===== src/rtl/mult_dot_accum_pkg.sv =====
// Shared constants for the dot-product accumulator that drives
// the 4x4 add-shift multiplier: FSM encoding, latency, defaults.
package mult_dot_accum_pkg;

  localparam logic [1:0] S_DRAIN  = 2'd0;
  localparam logic [1:0] S_IDLE   = 2'd1;
  localparam logic [1:0] S_LAUNCH = 2'd2;
  localparam logic [1:0] S_WAIT   = 2'd3;

  localparam int MULT_LATENCY = 5;
  localparam int PROD_W       = 7;
  localparam int OPND_W       = 4;

  localparam int DEF_N_TERMS   = 4;
  localparam int DEF_ACC_W     = 12;
  localparam int DEF_TIMEOUT   = 8;
  localparam int DEF_DRAIN_CYC = 6;

  // Width of a counter that runs 0..n-1.
  function automatic int cnt_w(input int n);
    return (n < 2) ? 1 : $clog2(n);
  endfunction

endpackage


===== src/rtl/mult_acc_add.sv =====
// Sign-extends the 7-bit product, adds it to the accumulator and
// flags signed overflow. Ports: acc, product in; sum, ovf out.
module mult_acc_add
  import mult_dot_accum_pkg::*;
#(
  parameter int ACC_W = DEF_ACC_W
) (
  input  logic [ACC_W-1:0]  acc,
  input  logic [PROD_W-1:0] product,
  output logic [ACC_W-1:0]  sum,
  output logic              ovf
);

  logic [ACC_W-1:0] ext;

  assign ext = {{(ACC_W-PROD_W){product[PROD_W-1]}},
                product};

  assign sum = acc + ext;

  // Operands agree in sign but the result does not.
  assign ovf = (acc[ACC_W-1] == ext[ACC_W-1]) &&
               (sum[ACC_W-1] != acc[ACC_W-1]);

endmodule


===== src/rtl/mult_dot_accum.sv =====
// Feeds operand pairs to the add-shift multiplier and accumulates
// N_TERMS products into a signed dot-product.
// Ports: CLK, Reset (async high); InValid/InReady/InA/InB operand
// handshake; St/Mplier/Mcand to multiplier; Product/Done from it;
// Sum/SumValid/Overflow result; Err sticky timeout flag.
module mult_dot_accum
  import mult_dot_accum_pkg::*;
#(
  parameter int N_TERMS   = DEF_N_TERMS,
  parameter int ACC_W     = DEF_ACC_W,
  parameter int TIMEOUT   = DEF_TIMEOUT,
  parameter int DRAIN_CYC = DEF_DRAIN_CYC
) (
  input  logic              CLK,
  input  logic              Reset,
  input  logic              InValid,
  output logic              InReady,
  input  logic [OPND_W-1:0] InA,
  input  logic [OPND_W-1:0] InB,
  output logic              St,
  output logic [OPND_W-1:0] Mplier,
  output logic [OPND_W-1:0] Mcand,
  input  logic [PROD_W-1:0] Product,
  input  logic              Done,
  output logic [ACC_W-1:0]  Sum,
  output logic              SumValid,
  output logic              Overflow,
  output logic              Err
);

  // A healthy multiplier must never be able to trip the timeout.
  localparam int WAIT_LIM =
    (TIMEOUT > MULT_LATENCY) ? TIMEOUT : MULT_LATENCY + 1;

  localparam int DC_W = cnt_w(DRAIN_CYC);
  localparam int WC_W = cnt_w(WAIT_LIM);
  localparam int TC_W = cnt_w(N_TERMS);

  localparam logic [DC_W-1:0] DC_LAST = DC_W'(DRAIN_CYC - 1);
  localparam logic [WC_W-1:0] WC_LAST = WC_W'(WAIT_LIM - 1);
  localparam logic [TC_W-1:0] TC_LAST = TC_W'(N_TERMS - 1);

  logic [1:0]       state;
  logic [DC_W-1:0]  dcnt;
  logic [WC_W-1:0]  wcnt;
  logic [TC_W-1:0]  tcnt;
  logic [ACC_W-1:0] acc;
  logic             ovf_sticky;

  logic [ACC_W-1:0] add_sum;
  logic             add_ovf;
  logic             last_term;
  logic             timed_out;

  assign InReady   = (state == S_IDLE);
  assign St        = (state == S_LAUNCH);
  assign last_term = (tcnt == TC_LAST);
  assign timed_out = !Done && (wcnt == WC_LAST);

  mult_acc_add #(
    .ACC_W(ACC_W)
  ) u_add (
    .acc    (acc),
    .product(Product),
    .sum    (add_sum),
    .ovf    (add_ovf)
  );

  // Control FSM with drain and wait counters.
  always_ff @(posedge CLK or posedge Reset) begin
    if (Reset) begin
      state <= S_DRAIN;
      dcnt  <= '0;
      wcnt  <= '0;
    end else begin
      unique case (state)
        S_DRAIN: begin
          if (dcnt == DC_LAST) begin
            dcnt  <= '0;
            state <= S_IDLE;
          end else begin
            dcnt <= dcnt + DC_W'(1);
          end
        end
        S_IDLE: begin
          if (InValid) state <= S_LAUNCH;
        end
        S_LAUNCH: begin
          wcnt  <= '0;
          state <= S_WAIT;
        end
        S_WAIT: begin
          if (Done) begin
            state <= S_IDLE;
          end else if (timed_out) begin
            dcnt  <= '0;
            state <= S_DRAIN;
          end else begin
            wcnt <= wcnt + WC_W'(1);
          end
        end
        default: state <= S_DRAIN;
      endcase
    end
  end

  // Operand registers: only loaded on acceptance, so they stay
  // stable through the whole multiplication.
  always_ff @(posedge CLK or posedge Reset) begin
    if (Reset) begin
      Mplier <= '0;
      Mcand  <= '0;
    end else if (InReady && InValid) begin
      Mplier <= InA;
      Mcand  <= InB;
    end
  end

  // Accumulator, term counter and result registers.
  always_ff @(posedge CLK or posedge Reset) begin
    if (Reset) begin
      acc        <= '0;
      tcnt       <= '0;
      ovf_sticky <= 1'b0;
      Sum        <= '0;
      SumValid   <= 1'b0;
      Overflow   <= 1'b0;
      Err        <= 1'b0;
    end else begin
      SumValid <= 1'b0;
      if (state == S_WAIT) begin
        if (Done && last_term) begin
          Sum        <= add_sum;
          SumValid   <= 1'b1;
          Overflow   <= ovf_sticky | add_ovf;
          acc        <= '0;
          tcnt       <= '0;
          ovf_sticky <= 1'b0;
        end else if (Done) begin
          acc        <= add_sum;
          tcnt       <= tcnt + TC_W'(1);
          ovf_sticky <= ovf_sticky | add_ovf;
        end else if (timed_out) begin
          Err        <= 1'b1;
          acc        <= '0;
          tcnt       <= '0;
          ovf_sticky <= 1'b0;
        end
      end
    end
  end

endmodule


===== config.mk =====
export PLATFORM = sky130hd
export DESIGN_NAME = mult_dot_accum
export DESIGN_NICKNAME = d
export VERILOG_FILES = /design/src/rtl/mult_dot_accum_pkg.sv /design/src/rtl/mult_acc_add.sv /design/src/rtl/mult_dot_accum.sv
export SDC_FILE = /design/constraint.sdc
export NUM_CORES = 1
export LEC_CHECK = 0
export ABC_AREA = 1
export CAP_MARGIN = 20
export CORE_UTILIZATION = 45
export CTS_BUF_LIST = sky130_fd_sc_hd__clkbuf_4
export DETAILED_ROUTE_END_ITERATION = 12
export GPL_TIMING_DRIVEN = 1
export PLACE_DENSITY = 0.7
export SLEW_MARGIN = 20
export SYNTH_ARGS = -nofsm -noshare
export SYNTH_HDL_FRONTEND = slang
export SYNTH_SLANG_ARGS = --single-unit

===== constraint.sdc =====
create_clock -name CLK -period 2.1 [get_ports CLK]
set_clock_uncertainty 0.05 [all_clocks]
set_input_delay 0.525 -clock CLK [delete_from_list [all_inputs] [get_ports CLK]]
set_output_delay 0.525 -clock CLK [all_outputs]
set_load 0.01 [all_outputs]

; Word level (Yosys, flattened, before mapping)
; Index checks and enable logic that the tools add are counted.
[totals]
regBits = 46
out_inout_bits = 25
elab_cells = 70
[classes]
addsub = 4
eq_ne = 14
muxes = 22
n_bitwise = 3
reduce_logical = 15
[op_table]
columns = cell, count
row1 = $mux W12, 3
row2 = $mux W3, 5
row3 = $add A12 B12 Y12, 1
row4 = $mux W2, 6
row5 = $pmux W3 S2, 2
row6 = $ne A2 B2 Y1 const B, 5
row7 = $reduce_and A3 Y1, 3
row8 = $pmux W2 S4, 1
row9 = $add A3 B1 Y3 const B, 2
row10 = $eq A2 B2 Y1 const B, 3
row11 = $eq A3 B3 Y1 const B, 2
row12 = $mux W1, 5
row13 = $logic_and A1 B1 Y1, 4
row14 = $reduce_and A2 Y1, 2
row15 = $reduce_and A4 Y1, 1
row16 = $reduce_bool A2 Y1, 2
row17 = $ne A3 B3 Y1 const B, 1
row18 = $reduce_bool A3 Y1, 1
row19 = $add A2 B1 Y2 const B, 1
row20 = $eq A2 B1 Y1 const B, 1
row21 = $logic_not A2 Y1, 1
row22 = $not A1 Y1, 2
row23 = $eq A1 B1 Y1, 1
row24 = $logic_not A1 Y1, 1
row25 = 2 further kinds, 2

; Logic depth before layout (Yosys ltp)
; Gate-level depths: netlist (run 1).
[depth]
depth_word = 6
mapped_depth = 11
mapped_depth_nobuf = 11

; Modules after synthesis
; A second synthesis (run 1) with hierarchy kept.
[hier_totals]
hier_cells = 323
hier_area_um2 = 2675.1
[by_module_without_submodules]
columns = mod, instances, cells_per_inst, area_per_inst_um2, seq_area_each_um2
row1 = mult_dot_accum, 1, 198, 1995.7, 1151.1
row2 = mult_acc_add, 1, 125, 679.4, 0.0

; Worst setup path before layout (run 1)
; OpenSTA, ideal clock, no wires.
[synth_path]
path_kind = input port to flip-flop
start = in Product[0]
end = reg Sum[6]
setup_ns = 0.065
t_arrival_ns = 1.715
required_time_ns = 1.985
path_slack_ns = 0.271
stages = 9
path_buffers = 0
path_cell_list = ha_1 -> inv_1 -> fa_1 -> o21ai_2 -> nand2_1 -> nand2_1 -> xor2_1 -> nand2_1 -> nand2_1
[synth_via]
elab_chain_cells = 1
[synth_rtl]
columns = element, line
row1 = start: declaration, mult_dot_accum.sv:23  ; input logic [PROD_W-1:0] Product,
row2 = $add A12 B12 Y12, mult_acc_add.sv:19  ; assign sum = acc + ext;
row3 = end signal: assignment, mult_dot_accum.sv:133  ; Sum <= add_sum;
row4 = end: declaration, mult_dot_accum.sv:25  ; output logic [ACC_W-1:0] Sum,
; Every way passes these cells.
; A chain may end at the register's enable or synchronous reset.

; Worst setup path after layout (run 1)
[layout_path]
start = reg state[0]
end = out InReady
[layout_via]
elab_chain_cells = 1
[layout_rtl]
columns = element, line
row1 = start: declaration, mult_dot_accum.sv:43  ; logic [1:0] state;
row2 = start signal: assignment, mult_dot_accum.sv:72  ; state <= S_DRAIN;
row3 = start signal: assignment, mult_dot_accum.sv:80  ; state <= S_IDLE;
row4 = start signal: assignment, mult_dot_accum.sv:86  ; if (InValid) state <= S_LAUNCH;
row5 = $eq A2 B1 Y1, mult_dot_accum.sv:55  ; assign InReady = (state == S_IDLE);
row6 = end: declaration, mult_dot_accum.sv:17  ; output logic InReady,
; Every way passes these cells.

==> results of run 1 <==
[what timing repair did]
| action | in CTS | in global routing |
|---|---|---|
| buffers inserted | 1 | 0 |
| resized for setup | 2 | 4 |
| pin swaps | 0 | 1 |
| setup endpoints to repair | 2 | 9 |
| cloned | 0 | 0 |
[power breakdown]
part / leakage, nW / total (W) / internal (W) / switching [W]
Combinational: 1.05 / 0.00241 / 0.00120 / 0.00121
Clock: 0.0318 / 0.000454 / 0.000137 / 0.000317
Sequential: 0.582 / 0.00147 / 0.00125 / 0.000219
[worst min-delay path by stage]
stage	from	to	slack, ps	cells after the start
6_report	Reset	acc[10]$_DFFE_PP0P_	430	3
3_5_place_dp	Sum[0]$_DFFE_PP0P_	Sum[0]$_DFFE_PP0P_	410	2
4_1_cts	Reset	acc[10]$_DFFE_PP0P_	440	3
3_3_place_gp	Sum[0]$_DFFE_PP0P_	Sum[0]$_DFFE_PP0P_	410	2
2_1_floorplan	wcnt[1]$_DFFE_PP0P_	wcnt[1]$_DFFE_PP0P_	400	2
5_1_grt	Reset	Mplier[3]$_DFFE_PP0P_	450	3
[flip-flops by register name, indices dropped and copies added, names as in the netlist]
name / flops
wcnt: 3
SumValid: 1
Sum: 12
Err: 1
tcnt: 2
state: 2
acc: 12
Mplier: 4
Mcand: 4
dcnt: 3
Overflow: 1
ovf_sticky: 1
[routing by layer]
layer,routed length (microns),track usage,share of wire
met1,2272,0.2329,0.44
met2,2575,0.3627,0.50
met3,238,0.04910,0.046
met4,59,0.04423,0.011
met5,0,0,0
[cell type report]
| type | instances | share of cell area |
|---|---|---|
| multi-input combinational | 200 | 0.3744 |
| sequential | 46 | 0.3555 |
| timing repair buffer | 65 | 0.1878 |
| inverter | 31 | 0.03594 |
| tap | 70 | 0.02705 |
| clock buffer | 5 | 0.01159 |
| clock inverter | 3 | 0.007728 |
[cell usage in the layout, fill, tap and decap left out, types with 2 or more instances in the layout]
cell              n
clkbuf_4          5
dlygate4sd2_1     2
o21ai_0           8
xor2_1            2
a22o_1            2
nand3_1          16
mux2_2            8
nand2_2           2
nor2_1           16
buf_4            21
clkdlybuf4s50_1  40
nand4_1           3
nand2_1          82
or2_2             2
inv_2             4
inv_1            26
xnor2_1           4
o21bai_1          2
ha_1             17
o21ai_1           9
o22ai_1           2
dfrtp_1          46
a21oi_1           8
a21oi_2           2
[worst max-delay path: stages (launching register included)]
cell and delay (ps):
dfrtp_1 430, buf_4 140, ha_1 210, dlygate4sd2_1 290
[cell families (layout without fill, tap and decap cells)]
family	after synthesis	count (layout)	synth area share
xor gates and xnor gates	7	7	0.02477
muxes	8	8	0.03640
and+or+nand+nor	128	128	0.2280
DFF	46	46	0.4651
adders and majority gates	19	19	0.09909
AOI/OAI and AO/OA	38	38	0.09252
buffers and inverters	34	104	0.05410
[stage by stage]
stage / TNS [ps] / worst slack (ps) / instance area, sq um
after floorplan: 0 / 270.5 / 2475
after CTS: 0 / 66.95 / 3213
after global routing: 0 / 5.106 / 3238
final: 0 / 77.66 / 3238
after global placement: -4339 / -319.4 / 3146
after detailed placement: -4864 / -325.0 / 3146
==> impl_metrics.tcl, run 1 <==
set metrics [dict create \
    cts_buffers 5 \
    firstDrtPassIters 4 \
    antennaDiodeCount 0 \
    ff2ff_setup_slack_ps 380 \
    synth_edf_count 0 \
    synthesis.nets 318 \
    crit-reg2reg-launch "acc[0]$_DFFE_PP0P_" \
    avgSynthCellArea_sq_um 8.839 \
    start_util 0.4755 \
    dr.first_iter.drc_count 106 \
    worst_pin_slew_ps 350.8 \
    yosysTopAreaCell "dfrtp_1" \
    r2r-end "Sum[6]$_DFFE_PP0P_" \
    async_reset_ff_frac 1.000 \
    hold_buffers 0 \
    holdWs_ps 429.3 \
    avgViaCountPerCell 4.850 \
    rsz0062_at_grt "false" \
    route.vias.total 2037 \
    fin_crit_sh 0.9630 \
    powerDensity_nw_per_um2 1339 \
    row_count 26 \
    num_io_pins 44 \
    syn-instance-count 280 \
    worstSetupPathType "flip-flop to output pin" \
    irDropWorstVdd_mv 0.6696 \
    seq_area_sq_um 1151 \
    synth.most_common_cell "nand2_1" \
    synthTopCellsByArea "dfrtp_1, nand2_1, ha_1" \
    cts_max_level 2 \
    post-route-util 0.6221 \
    grt_usage 0.1980 \
    worstPathRequired_ps 1520 \
    synth-seq-area-share 0.4651 \
    die-height_microns 76.16 \
    maxCapViolations 0 \
    setup_violations 0 \
    antenna_found_initial 0 \
    netlist.area_leader.share 0.4651 \
    clk_pin_slew_worst_paths_ps 150 \
    drtAntennaViolNets 0 \
    drive_gt1_frac 0.1629 \
    cts-root-buf "clkbuf_4" \
    numPortBuffers 43 \
    r2r_cells 9 \
    grt_max_degree 47 \
    wl_per_cell_microns 12.25 \
    place_inst 411 \
    core_sq_um 5205 \
    period_needed_ps 2022 \
    maxSlewViolCount 0 \
    syn_area_sq_um 2475 \
    leakagePower_nw 1.666 \
    slew_headroom 0.7658 \
    gp_congestion 0.9032 \
    hold_class "input pin to async pin" \
    worstPathMaxFanout 3 \
    instances_no_fill 420 \
    grt_pass1_vias 2074 \
    synthFlopType "dfrtp_1" \
    clk_path_buf_depth 2 \
    place_hpwl_mm 3.838 \
    fin_nets 387 \
    die_w_microns 76.16 \
    grt_pass1_wl_mm 9.128 \
    synthDistinctLibCells 36 \
    drcViolationCount 0 \
    multiInputGateArea_sq_um 1212 \
    synth.top_cells.by_count "nand2_1, dfrtp_1, inv_1" \
    grt-ovfl-total 0 \
    critPathLaunchType "flip-flop" \
    critPathCaptureType "output pin" \
    cts_tree "built" \
    worstSetupStartpoint "state[0]$_DFFE_PP0P_" \
    timing.fmax_mhz 494.5 \
    cp.arrival_ps 1450 \
    die_area_sq_um 5800 \
    cts.sinks 46 \
    hold_viol_final 0 \
    ys_ff_latch 46 \
    wirelength_mm 5.146 \
    status "complete, no violations" \
    crit_path_end "InReady" \
    fill_cells 452 \
    worstSkewPairLatency_ps 380 \
    syn_to_final_growth_pct 30.84 \
    yosys_warnings 0 \
    finalPower_w 0.004337 \
]
Power figures use the tool's default switching activity.
==> run 2: changes to the inputs <==
--- a/config.mk
+++ b/config.mk
@@ -12,6 +12,7 @@
 export DETAILED_ROUTE_END_ITERATION = 12
 export GPL_TIMING_DRIVEN = 1
 export PLACE_DENSITY = 0.7
+export SETUP_SLACK_MARGIN = 0.02
 export SLEW_MARGIN = 20
 export SYNTH_ARGS = -nofsm -noshare
 export SYNTH_HDL_FRONTEND = slang
==> run 2 against run 1 <==
Compared with the run above:
- first-iteration DRC count fell by 4.7%
- critical endpoint unchanged
- core utilization is 0.14 points higher
- cell area up 0.23%
- count of clock-buffer cells in the layout unchanged
==> impl_metrics.tcl, run 2 (synthesis results as in run 1) <==
set metrics [dict create \
    fin_crit_sh 0.9603 \
    die-height_microns 76.16 \
    drtAntennaViolNets 0 \
    fin_area_sq_um 3246 \
    powerDensity_nw_per_um2 1341 \
    die_w_microns 76.16 \
    met2_length_mm 2.602 \
    wl_per_cell_microns 12.28 \
    seq_area_sq_um 1151 \
    setup_violations 0 \
    avgViaCountPerCell 4.865 \
    top_layer_used "met4" \
    critical-path-max-stage-delay_ps 430 \
    cp.arrival_ps 1440 \
    worstPathRequired_ps 1520 \
    numPortBuffers 43 \
    fill_cells 453 \
    critPathLaunchType "flip-flop" \
    antenna_found_initial 0 \
    hold_viol_final 0 \
    wirelength_mm 5.168 \
    drcViolationCount 0 \
    met3_length_microns 226 \
    mostFrequentLayoutCells "nand2_1, dfrtp_1, clkdlybuf4s50_1" \
    path_depth 3 \
    status "complete, no violations" \
    critPathCaptureType "output pin" \
    leakagePower_nw 1.670 \
    path_cells "buf_4 > ha_1 > dlygate4sd2_1" \
    route.vias.total 2048 \
    multiInputGateArea_sq_um 1212 \
    clk_pin_slew_worst_paths_ps 150 \
    path_buf_inv 2 \
    cts_max_level 2 \
    place_inst 411 \
    hold_buffers 0 \
    r2r_cells 9 \
    cts_tree "built" \
    drive_gt1_frac 0.1652 \
    timing.fmax_mhz 495.9 \
    slowest_stage "dfrtp_1" \
    gp_congestion 0.9032 \
    grt_max_degree 47 \
    finalPower_w 0.004352 \
    cts-root-buf "clkbuf_4" \
    grt-ovfl-total 0 \
    cts_buffers 5 \
    slew_headroom 0.7660 \
    worstSetupPathType "flip-flop to output pin" \
    grt_pass1_vias 2074 \
    worst_pin_slew_ps 350.5 \
    post-route-util 0.6236 \
    rsz0062_at_grt "false" \
    drt-met1-wl_mm 2.282 \
    dr.first_iter.drc_count 101 \
    syn_to_final_growth_pct 31.14 \
    start_util 0.4755 \
    cts.sinks 46 \
    grt_pass1_wl_mm 9.128 \
    critPathTopFamily "flip-flops" \
    instances_no_fill 421 \
    period_needed_ps 2017 \
    worstSkewPairLatency_ps 370 \
    top_regs "Sum: 12 flops, acc: 12 flops" \
    irDropWorstVdd_mv 0.6714 \
    place_area_sq_um 3146 \
    hold_class "input pin to async pin" \
    maxSlewViolCount 0 \
    firstDrtPassIters 4 \
    worstPathMaxFanout 3 \
    row_count 26 \
    grt_usage 0.1980 \
    holdWs_ps 430.7 \
    clk_path_buf_depth 2 \
    antennaDiodeCount 0 \
    place_hpwl_mm 3.838 \
    final_common_cell "nand2_1" \
    fin_nets 388 \
    core_sq_um 5205 \
    num_io_pins 44 \
    maxCapViolations 0 \
    die_area_sq_um 5800 \
]
==> run 2: final cells by class <==
class | instances | share of cell area
clock inverter | 3 | 0.007710
tap | 70 | 0.02699
clock buffer | 5 | 0.01157
sequential | 46 | 0.3547
multi-input combinational | 200 | 0.3736
timing repair buffer | 66 | 0.1897
inverter | 31 | 0.03585
==> run 2: per-layer routing <==
layer  global-route usage  vias to the layer above
li1                     -                     1058
met1               0.2329                      940
met2               0.3627                       44
met3              0.04910                        6
met4              0.04423                        0
met5                    0                        -
==> run 2: tightest hold or removal path, stage by stage <==
cell and delay (ps):
clkdlybuf4s50_1 410, inv_2 70, buf_12 230
==> run 2: final timing paths <==
check,startpoint,endpoint,slack (ps)
worst min register to register,Sum[0]$_DFFE_PP0P_,Sum[0]$_DFFE_PP0P_,440
worst max register to register,acc[0]$_DFFE_PP0P_,Sum[6]$_DFFE_PP0P_,390
worst min-delay path,Reset,acc[10]$_DFFE_PP0P_,430
worst max-delay path,state[0]$_DFFE_PP0P_,InReady,80
min in group CLK,Sum[0]$_DFFE_PP0P_,Sum[0]$_DFFE_PP0P_,440
max in group asynchronous,Reset,acc[2]$_DFFE_PP0P_,1360
==> run 2: timing repair <==
action	4_1_cts	5_1_grt
endpoints found under the setup margin	2	10
buffers inserted	1	1
pin swaps	0	1
resized for setup	2	4
==> run 2: through the flow <==
| step | setup TNS, ps | setup WS (ps) |
|---|---|---|
| 2_1_floorplan | 0 | 270.5 |
| 3_3_place_gp | -4339 | -319.4 |
| 3_5_place_dp | -4864 | -325.0 |
| 4_1_cts | 0 | 66.95 |
| 5_1_grt | 0 | 22.08 |
| 6_report | 0 | 83.33 |
==> run 2: where the power goes <==
group,internal [W],switching [W]
logic,0.00121,0.00121
registers,0.00125,0.000219
clock network,0.000137,0.000316
==> run 3: changes to the inputs <==
--- a/config.mk
+++ b/config.mk
@@ -10,7 +10,7 @@
 export CORE_UTILIZATION = 45
 export CTS_BUF_LIST = sky130_fd_sc_hd__clkbuf_4
 export DETAILED_ROUTE_END_ITERATION = 12
-export GPL_TIMING_DRIVEN = 1
+export GPL_TIMING_DRIVEN = 0
 export PLACE_DENSITY = 0.7
 export SETUP_SLACK_MARGIN = 0.02
 export SLEW_MARGIN = 20
==> run 3 against run 2 <==
Compared with the run above:
- largest power group unchanged
- clock power fell by 12%
- highest routed layer unchanged
- count of clock-buffer cells in the layout did not move
- first-iteration DRC count fell by 22%
- worst setup slack got worse by 2.4 ps
- largest cell class unchanged
- critical path type is now input pin to flip-flop
- routed wire length fell by 3.0%
==> impl_metrics.tcl, run 3 (synthesis results as in run 1) <==
set metrics [dict create \
    status "complete, no violations" \
    worst_pin_slew_ps 386.1 \
    path_depth 10 \
    grt_pass1_wl_mm 8.721 \
    cts_max_level 2 \
    timing.fmax_mhz 495.3 \
    die_area_sq_um 5800 \
    place_inst 394 \
    clk_path_buf_depth 2 \
    die-height_microns 76.16 \
    drcViolationCount 0 \
    critPathTopFamily "adder cells" \
    crit-reg2reg-launch "acc[2]$_DFFE_PP0P_" \
    hold_class "input pin to async pin" \
    gp_congestion 0.8196 \
    fill_cells 449 \
    critical-path-max-stage-delay_ps 460 \
    rsz0062_at_grt "true" \
    hold_buffers 0 \
    critPathCaptureType "flip-flop" \
    clk_pin_slew_worst_paths_ps 130 \
    worstPathRequired_ps 2360 \
    numPortBuffers 43 \
    worstSetupPathType "input pin to flip-flop" \
    drtAntennaViolNets 0 \
    fin_crit_sh 0.9614 \
    firstDrtPassIters 4 \
    swShare 0.4090 \
    clkPwrFrac 0.097 \
    cts_tree "built" \
    place_ws_ps -453.0 \
    row_count 26 \
    path_cells "clkdlybuf4s50_1 > ha_1 > inv_1 > fa_2 > o21ai_2 > nand2_1 > nand2_1 > xor2_2 > nand2_1 > nand2_1" \
    switchingPower_w 0.001686 \
    path_buf_inv 2 \
    cp.arrival_ps 2270 \
    combPwrFrac 0.548 \
    core_sq_um 5205 \
    fin_nets 370 \
    setup_violations 0 \
    cts.sinks 46 \
    final_common_cell "nand2_1" \
    place_hpwl_mm 3.764 \
    powerDensity_nw_per_um2 1333 \
    period_needed_ps 2019 \
    num_io_pins 44 \
    setup_slack_ps 80.96 \
    crit_path_frequent_cell "nand2_1" \
    worstSetupStartpoint "Product[0]" \
    grt_usage 0.1880 \
    mostFrequentLayoutCells "nand2_1, dfrtp_1, clkdlybuf4s50_1" \
    instances_no_fill 402 \
    syn_to_final_growth_pct 24.97 \
    wirelength_mm 5.012 \
    route.vias.total 1986 \
    cts_buffers 5 \
    cts-root-buf "clkbuf_4" \
    antenna_found_initial 0 \
    antennaDiodeCount 0 \
    slew_headroom 0.7426 \
    drive_gt1_frac 0.1235 \
    critPathLaunchType "input pin" \
    hold_viol_final 0 \
    dr.first_iter.drc_count 79 \
    top_regs "Sum: 12 flops, acc: 12 flops" \
    worstPathMaxFanout 3 \
    grt_max_degree 34 \
    start_util 0.4755 \
    seq_area_sq_um 1151 \
    wl_per_cell_microns 12.47 \
    grt-ovfl-total 0 \
    p_int_w 0.002436 \
    r2r_cells 6 \
    die_w_microns 76.16 \
    multiInputGateArea_sq_um 1219 \
    irDropWorstVdd_mv 0.6015 \
    grt_pass1_vias 1943 \
    avgViaCountPerCell 4.940 \
    share_seq_of_total_power 0.355 \
    worstSkewPairLatency_ps 360 \
    maxCapViolations 0 \
    slowest_stage "clkdlybuf4s50_1" \
    leakagePower_nw 1.570 \
    maxSlewViolCount 0 \
]
## run 3: cell types whose count changed in the layout (fill, tap and decap cells not counted), sizes merged
cell	before	now
buf	23	5
clkinv	2	3
clkinvlp	1	0
dlygate4sd2	2	3
dlymetal6s2s	1	0
inv	31	30
## run 3: final cells by class
cell class,count,area share
Timing Repair Buffer,45,0.1468
Inverter,31,0.03762
Clock inverter,2,0.003236
Buffer,3,0.005663
Sequential cell,46,0.3722
Multi-Input combinational cell,200,0.3940
Tap cell,70,0.02832
Clock buffer,5,0.01214
## run 3: final timing paths
check                                   endpoint  slack [ps]
max                           acc[6]$_DFFE_PP0P_          80
min                        Mplier[3]$_DFFE_PP0P_         370
max reg2reg                   acc[7]$_DFFE_PP0P_         320
min reg2reg                      Err$_DFFE_PP0P_         430
max in group asynchronous     Sum[0]$_DFFE_PP0P_        1140
min in group CLK                 Err$_DFFE_PP0P_         430
## run 3: repair_timing
item                       CTS  global route
gates resized for setup      5             3
setup endpoints to repair    7             5
setup buffers                1             0
pin swaps                    0             2
hold endpoints to repair     0             0
## run 3: layer usage
| layer | track usage | share of wire | vias to the layer above |
|---|---|---|---|
| met2 | 0.3273 | 0.49 | 44 |
| met3 | 0.05269 | 0.049 | 9 |
| li1 | - | - | 1009 |
| met5 | 0 | 0 | - |
| met1 | 0.2255 | 0.44 | 924 |
| met4 | 0.05769 | 0.014 | 0 |
## run 3: stage by stage
| stage | cell area (sq um) | power, W | TNS (ps) | hold slack [ps] | utilization |
|---|---|---|---|---|---|
| 5_1_grt | 3093 | 0.004509 | -2.242 | 371.5 | 0.5942 |
| 3_3_place_gp | 2993 | 0.003627 | -29110 | 401.1 | 0.5750 |
| 3_5_place_dp | 3013 | 0.003705 | -5683 | 405.7 | 0.5788 |
| 4_1_cts | 3084 | 0.004154 | 0 | 369.5 | 0.5925 |
| 2_1_floorplan | 2475 | 0.002938 | 0 | 395.9 | - |
| 6_report | 3093 | 0.004123 | 0 | 368.2 | 0.5942 |
## run 3: power by group through the flow
stage	sequential [W]	combinational (W)	clock, W
2_1_floorplan	0.00154	0.00140	0
3_3_place_gp	0.00147	0.00216	0
3_5_place_dp	0.00148	0.00222	0
4_1_cts	0.00147	0.00226	0.000427
5_1_grt	0.00151	0.00254	0.000457
6_report	0.00146	0.00226	0.000399
## run 3: worst reg2reg max path: cells and delay by family, from the launching register on
| family | cells | cell delay (ps) |
|---|---|---|
| AND/OR/NAND/NOR | 1 | 150 |
| XOR/XNOR | 1 | 280 |
| flip-flops | 1 | 400 |
| adder cells (fa/ha/maj) | 1 | 340 |
| AO/OA/AOI/OAI | 3 | 450 |
